File: src/rtl/rgb_matrix_marquee_pkg.sv
// Shared definitions for the RGB matrix marquee.
//   mode_t       : motion mode encoding (2 bits)
//   COLOR_R/G/B  : bit positions of each channel inside the 3-bit colour word
//   COLOR_RESET  : colour selected out of reset (red)
//   next_mode()  : cyclic mode advance LEFT->RIGHT->BOUNCE->DIAG->LEFT
//   cnt_width()  : register width able to hold 0..div-1 (never below 1 bit)
package marquee_pkg;

    typedef enum logic [1:0] {
        MODE_LEFT   = 2'd0,
        MODE_RIGHT  = 2'd1,
        MODE_BOUNCE = 2'd2,
        MODE_DIAG   = 2'd3
    } mode_t;

    localparam int COLOR_R = 0;
    localparam int COLOR_G = 1;
    localparam int COLOR_B = 2;

    localparam logic [2:0] COLOR_RESET = 3'd1;

    function automatic mode_t next_mode(input mode_t m);
        return mode_t'(m + 2'd1);
    endfunction

    function automatic int cnt_width(input int div);
        return (div > 1) ? $clog2(div) : 1;
    endfunction

endpackage

File: src/rtl/rgb_matrix_marquee_btn_debounce.sv
// Push-button conditioner: two-flop synchroniser, level debouncer and press detector.
// Ports:
//   clk    in  system clock
//   rst    in  synchronous reset, active-low
//   btn_n  in  raw button, active-low, asynchronous to clk
//   level  out debounced level, 1 = held
//   press  out one-cycle pulse when the debounced level goes released->held
module btn_debounce
    import marquee_pkg::*;
#(
    parameter int DEBOUNCE_CYCLES = 1_000_000
) (
    input  logic clk,
    input  logic rst,
    input  logic btn_n,
    output logic level,
    output logic press
);

    // Counter must be able to reach DEBOUNCE_CYCLES itself.
    localparam int CW = cnt_width(DEBOUNCE_CYCLES + 1);
    localparam logic [CW-1:0] CNT_MAX = CW'(DEBOUNCE_CYCLES);
    localparam logic [CW-1:0] CNT_ONE = CW'(1);

    logic          sync1_reg;
    logic          sync2_reg;
    logic          level_reg;
    logic          press_reg;
    logic [CW-1:0] cnt_reg;
    logic          pressed_sync;

    assign pressed_sync = ~sync2_reg;

    always_ff @(posedge clk) begin
        if (!rst) begin
            // Synchroniser starts at the released (high) level so no phantom press follows reset.
            sync1_reg <= 1'b1;
            sync2_reg <= 1'b1;
            level_reg <= 1'b0;
            press_reg <= 1'b0;
            cnt_reg   <= '0;
        end else begin
            sync1_reg <= btn_n;
            sync2_reg <= sync1_reg;
            press_reg <= 1'b0;
            if (pressed_sync == level_reg) begin
                cnt_reg <= '0;
            end else if (cnt_reg == CNT_MAX) begin
                level_reg <= pressed_sync;
                press_reg <= pressed_sync;
                cnt_reg   <= '0;
            end else begin
                cnt_reg <= cnt_reg + CNT_ONE;
            end
        end
    end

    assign level = level_reg;
    assign press = press_reg;

endmodule

File: src/rtl/rgb_matrix_marquee.sv
// RGB LED-matrix marquee: scans the rows one at a time and moves a single lit column across
// the matrix. The colour button cycles the 3-bit colour, the mode button cycles the motion
// mode (left, right, bounce, diagonal).
// Ports:
//   clk        in   system clock
//   rst        in   synchronous reset, active-low
//   btn_color  in   raw colour button, active-low, asynchronous
//   btn_mode   in   raw mode button, active-low, asynchronous
//   led        out  [0] step heartbeat, [1] either debounced button held
//   led_row    out  one-hot row select, active-high
//   led_col_r  out  red column drive, active-low
//   led_col_g  out  green column drive, active-low
//   led_col_b  out  blue column drive, active-low
module rgb_matrix_marquee
    import marquee_pkg::*;
#(
    parameter int ROWS            = 8,
    parameter int COLS            = 8,
    parameter int STEP_DIV        = 25_000_000,
    parameter int SCAN_DIV        = 6_250,
    parameter int DEBOUNCE_CYCLES = 1_000_000
) (
    input  logic            clk,
    input  logic            rst,
    input  logic            btn_color,
    input  logic            btn_mode,
    output logic [1:0]      led,
    output logic [ROWS-1:0] led_row,
    output logic [COLS-1:0] led_col_r,
    output logic [COLS-1:0] led_col_g,
    output logic [COLS-1:0] led_col_b
);

    localparam int PW = cnt_width(COLS);
    localparam int RW = cnt_width(ROWS);
    localparam int SW = cnt_width(STEP_DIV);
    localparam int CW = cnt_width(SCAN_DIV);

    localparam logic [PW-1:0]   POS_LAST   = PW'(COLS - 1);
    localparam logic [PW-1:0]   POS_PENULT = PW'(COLS - 2);
    localparam logic [PW-1:0]   POS_ONE    = PW'(1);
    localparam logic [RW-1:0]   ROW_LAST   = RW'(ROWS - 1);
    localparam logic [RW-1:0]   RIDX_ONE   = RW'(1);
    localparam logic [SW-1:0]   STEP_LAST  = SW'(STEP_DIV - 1);
    localparam logic [SW-1:0]   STEP_ONE   = SW'(1);
    localparam logic [CW-1:0]   SCAN_LAST  = CW'(SCAN_DIV - 1);
    localparam logic [CW-1:0]   SCAN_ONE   = CW'(1);
    localparam logic [ROWS-1:0] ROW_ONE    = ROWS'(1);
    localparam logic [COLS-1:0] COL_ONE    = COLS'(1);

    logic level_color;
    logic press_color;
    logic level_mode;
    logic press_mode;

    btn_debounce #(.DEBOUNCE_CYCLES(DEBOUNCE_CYCLES)) u_deb_color (
        .clk   (clk),
        .rst   (rst),
        .btn_n (btn_color),
        .level (level_color),
        .press (press_color)
    );

    btn_debounce #(.DEBOUNCE_CYCLES(DEBOUNCE_CYCLES)) u_deb_mode (
        .clk   (clk),
        .rst   (rst),
        .btn_n (btn_mode),
        .level (level_mode),
        .press (press_mode)
    );

    mode_t           mode_reg;
    logic [2:0]      color_reg;
    logic [PW-1:0]   pos_reg;
    logic [PW-1:0]   pos_next;
    logic            dir_up_reg;
    logic            dir_up_next;
    logic [SW-1:0]   step_cnt_reg;
    logic            heartbeat_reg;
    logic [CW-1:0]   scan_cnt_reg;
    logic [RW-1:0]   row_idx_reg;
    logic            led1_reg;
    logic [ROWS-1:0] led_row_reg;
    logic [COLS-1:0] led_col_r_reg;
    logic [COLS-1:0] led_col_g_reg;
    logic [COLS-1:0] led_col_b_reg;

    logic step_tick;
    assign step_tick = (step_cnt_reg == STEP_LAST);

    // Next column position. A mode press restarts the pattern and wins over a step tick.
    always_comb begin
        pos_next    = pos_reg;
        dir_up_next = dir_up_reg;
        if (press_mode) begin
            pos_next    = '0;
            dir_up_next = 1'b1;
        end else if (step_tick) begin
            case (mode_reg)
                MODE_RIGHT: pos_next = (pos_reg == '0) ? POS_LAST : pos_reg - POS_ONE;
                MODE_BOUNCE: begin
                    // Turn around at either end so each end column is shown exactly once.
                    if (dir_up_reg) begin
                        if (pos_reg == POS_LAST) begin
                            dir_up_next = 1'b0;
                            pos_next    = POS_PENULT;
                        end else begin
                            pos_next = pos_reg + POS_ONE;
                        end
                    end else begin
                        if (pos_reg == '0) begin
                            dir_up_next = 1'b1;
                            pos_next    = POS_ONE;
                        end else begin
                            pos_next = pos_reg - POS_ONE;
                        end
                    end
                end
                default: pos_next = (pos_reg == POS_LAST) ? '0 : pos_reg + POS_ONE;
            endcase
        end
    end

    // Lit column for the row currently being scanned; DIAG skews it by the row index.
    logic [31:0]     col_idx;
    logic [COLS-1:0] col_mask;
    always_comb begin
        col_idx = 32'(pos_reg);
        if (mode_reg == MODE_DIAG) begin
            col_idx = (32'(pos_reg) + 32'(row_idx_reg)) % 32'(COLS);
        end
        col_mask = COL_ONE << col_idx;
    end

    logic [COLS-1:0] col_drive [3];
    for (genvar gi = 0; gi < 3; gi++) begin : g_color
        assign col_drive[gi] = ~(col_mask & {COLS{color_reg[gi]}});
    end

    always_ff @(posedge clk) begin
        if (!rst) begin
            mode_reg      <= MODE_LEFT;
            color_reg     <= COLOR_RESET;
            pos_reg       <= '0;
            dir_up_reg    <= 1'b1;
            step_cnt_reg  <= '0;
            heartbeat_reg <= 1'b0;
            scan_cnt_reg  <= '0;
            row_idx_reg   <= '0;
            led1_reg      <= 1'b0;
            led_row_reg   <= ROW_ONE;
            led_col_r_reg <= '1;
            led_col_g_reg <= '1;
            led_col_b_reg <= '1;
        end else begin
            // The heartbeat follows the step counter even when a mode press cancels the move.
            if (step_tick) begin
                heartbeat_reg <= ~heartbeat_reg;
            end
            if (press_mode) begin
                mode_reg     <= next_mode(mode_reg);
                step_cnt_reg <= '0;
            end else if (step_tick) begin
                step_cnt_reg <= '0;
            end else begin
                step_cnt_reg <= step_cnt_reg + STEP_ONE;
            end
            if (press_color) begin
                color_reg <= color_reg + 3'd1;
            end
            pos_reg    <= pos_next;
            dir_up_reg <= dir_up_next;

            if (scan_cnt_reg == SCAN_LAST) begin
                scan_cnt_reg <= '0;
                row_idx_reg  <= (row_idx_reg == ROW_LAST) ? '0 : row_idx_reg + RIDX_ONE;
            end else begin
                scan_cnt_reg <= scan_cnt_reg + SCAN_ONE;
            end

            // Row select and column drives both come from the same row index, so they
            // always change together.
            led_row_reg   <= ROW_ONE << row_idx_reg;
            led_col_r_reg <= col_drive[COLOR_R];
            led_col_g_reg <= col_drive[COLOR_G];
            led_col_b_reg <= col_drive[COLOR_B];
            led1_reg      <= level_color | level_mode;
        end
    end

    assign led       = {led1_reg, heartbeat_reg};
    assign led_row   = led_row_reg;
    assign led_col_r = led_col_r_reg;
    assign led_col_g = led_col_g_reg;
    assign led_col_b = led_col_b_reg;

endmodule
File: config.mk
export PLATFORM = sky130hd
export DESIGN_NAME = rgb_matrix_marquee
export DESIGN_NICKNAME = d
export VERILOG_FILES = /design/src/rtl/rgb_matrix_marquee_pkg.sv /design/src/rtl/rgb_matrix_marquee_btn_debounce.sv /design/src/rtl/rgb_matrix_marquee.sv
export SDC_FILE = /design/constraint.sdc
export NUM_CORES = 1
export LEC_CHECK = 0
export CAP_MARGIN = 10
export CORE_MARGIN = 2
export CORE_UTILIZATION = 40
export DETAILED_ROUTE_END_ITERATION = 6
export PLACE_DENSITY = 0.66
export SYNTH_ARGS = -nofsm -noshare
export SYNTH_HDL_FRONTEND = slang
export SYNTH_SLANG_ARGS = --single-unit
File: constraint.sdc
create_clock -name clk -period 2.7 [get_ports clk]
set_input_delay 0.405 -clock clk [delete_from_list [all_inputs] [get_ports clk]]
set_output_delay 0.405 -clock clk [all_outputs]
set_load 0.03 [all_outputs]
==> results.cfg <==
[logic_synthesis]
synth_most_common_cell = dfxtp_1
syn_area_um2 = 5704
ys_seq_area_frac = 0.4633
synth_compound_area_frac = 0.08993
synth_warnings = 0
post_synth_mux_area_share = 0.007019
synth-edff-count = 0
ys.flop_type = dfxtp_1
yosys.area.top_type_share = 0.4633
syn-num-nets = 660
synth_commonest_cells = dfxtp_1 (132), nor2_1 (71), nand3_1 (57), xnor2_1 (38), inv_1 (36)
netlist_instances = 632
synthXorXnorAreaFrac = 0.08291
synth_area_leader_cell = dfxtp_1
synthTopCellsByArea = dfxtp_1 (46%), xnor2_1 (5.8%), ha_1 (5.0%), nand3_1 (5.0%), nor2_1 (4.7%)
synth_seq_cells = 132
synth_simple_gate_area_frac = 0.2577
synthDistinctLibCells = 54
synth_fa_ha_area_frac = 0.05396
syn_avg_cell_area_um2 = 9.026
synth_top_family_by_area = simple AND/OR/NAND/NOR gates
synthArstFlopShare = 0

[timing]
final_hold_viol_count = 0
fmax_mhz = 428.1
slew_headroom = 0.4548
rsz0062_at_grt = no
maxSlewViolCount = 0
fin_crit_sh = 0.8651
holdWs_ns = 0.4045
worst_pin_slew_ns = 0.8153
setup_viol = 0
setup_slack_ns = 0.3642
clock_skew_ns = 0.009131
tns_ns = 0
layout_min_cycle_time_ns = 2.336

[power]
p_leak_nw = 2.329
powerDensity_nw_per_um2 = 624.8
ir_drop_mv = 0.4444

[global_route]
grt_max_degree = 25
grt_pass1_wl_mm = 18.95
grt_pass1_vias = 4196
globalRoute.totalOverflow = 0
track_usage = 0.1570
antenna_found_initial = 0

[status]
status = complete, no violations

[worst_setup_path]
r2r-end = step_cnt_reg[24]
crit_start = step_cnt_reg[0]
end_kind = flip-flop
crit_end = step_cnt_reg[24]
r2r-start = step_cnt_reg[0]
r2r_slack_ns = 0.36
worstPathArrival_ns = 2.69
cp_max_fo = 14
criticalPathCategory = reg2reg
reg2reg_depth = 5
crit_required_ns = 3.05
start_kind = flip-flop

[final_layout]
largest_register_ffs = 25
drive_gt1_frac = 0.06579
area_delta_synth_final_pct = 19.50
fin_nets = 699
diodes = 0
finalNonFillerCells = 864

[drt]
drcViolationCount = 0
vias_per_cell = 5.192
totalWireLength_mm = 11.36
vias = 4486
ant_nets = 0
routedWlPerCell_um = 13.15
first_pass_iters = 5
drtIter0Drc = 299

[clocking]
htreeDepth = 4
clock_path_buffers = 2
cts.sinks = 132
cts_hold_buffers = 0
cts_resized = 0
post_cts_buffers = 0
cts_made_buffers = 17
tritoncts = built
clk_pin_slew_ns = 0.06
cts_root_buf = clkbuf_16
worstSkewPairLatency_ns = 0.42

[floorplanning]
die_area_um2 = 15230
fp.dieW_um = 123.4
die_h_um = 123.4
fp-row-count = 43
ios = 38
core_area_um2 = 13880
start_util = 0.4109

[place]
placed_cells = 832
port_buffers = 37
dpl.hpwl_mm = 7.934
place_ws_ns = 0.3932
gp_congestion = 0.8845

[hold_path]
min-delay-start = u_deb_color.sync1_reg
min_path_type = reg2reg

[run]
max-cap-violations = 0
## cells in the final DEF, fill, tap and decap left out, types with 7 or more instances in the layout
cell type        synthesis  final
a21oi_1                 29     29
and2_1                   7      7
and3_1                  12     12
buf_4                    2      8
clkbuf_16                0     17
clkdlybuf4s50_1          0     37
dfxtp_1                132    132
ha_1                    23     23
inv_1                   36     36
nand2_1                 33     33
nand3_1                 57     57
nand4_1                 14     14
nor2_1                  71     71
nor3_1                  10     10
nor4_1                  15     15
o21ai_0                 17     16
o31ai_1                 11     11
or3_1                   13     13
or4_1                   15     15
xnor2_1                 38     38
xor2_1                  16     16
## how the worst min path moves through the flow
stage | to | slack [ns] | cells past startpoint
floorplan | u_deb_color.sync2_reg | 0.39 | 1
global placement | u_deb_color.sync2_reg | 0.39 | 1
detailed placement | u_deb_color.sync2_reg | 0.39 | 1
CTS | u_deb_color.sync2_reg | 0.41 | 1
global route | u_deb_mode.sync2_reg | 0.42 | 1
finish | u_deb_color.sync2_reg | 0.40 | 1
## power by group
part	switching [mW]	total [mW]	leakage, nW	internal (mW)
Sequential	0.0117	1.97	1.07	1.96
Combinational	0.0369	0.0589	0.977	0.0219
Clock	0.808	2.23	0.285	1.42
Total	0.857	4.26	2.33	3.40
## critical path, cell delays in order, from the launching register on
cell and delay [ns]:
dfxtp_1 0.40, ha_1 0.24, nand2_1 0.16, or4_1 0.75
or4_1 0.57, a21oi_1 0.16
## metal layers
metal / vias to the layer above / global-route usage / share of wire
met3: 14 / 0.03875 / 0.036
met4: 0 / 0.07457 / 0.018
met2: 63 / 0.2617 / 0.48
met5: - / 0 / 0
li1: 2314 / - / -
met1: 2095 / 0.1893 / 0.47
## cell families after synthesis
logic type                 after synthesis
AOI/OAI and AO/OA                       80
and+or+nand+nor                        277
xor gates and xnor gates                54
buffers and inverters                   61
muxes                                    4
adders and majority gates               24
DFF                                    132
## metrics by stage
step	power (mW)	util	area (um^2)
after floorplan	2.051	-	5704
after global placement	2.071	0.4493	6237
after detailed placement	2.073	0.4493	6237
after CTS	4.307	0.4911	6817
after global routing	4.394	0.4911	6817
final	4.259	0.4911	6817
## layout make-up
class	count	area, um^2
Inverter	36	135.1
Clock inverter	10	105.1
Fill cell	1259	7064
Timing Repair Buffer	45	430.4
Tap cell	180	225.2
Sequential cell	132	2643
Clock buffer	22	474.2
Multi-Input combinational cell	439	2804
Note: power is estimated with default switching activity, not from simulation.
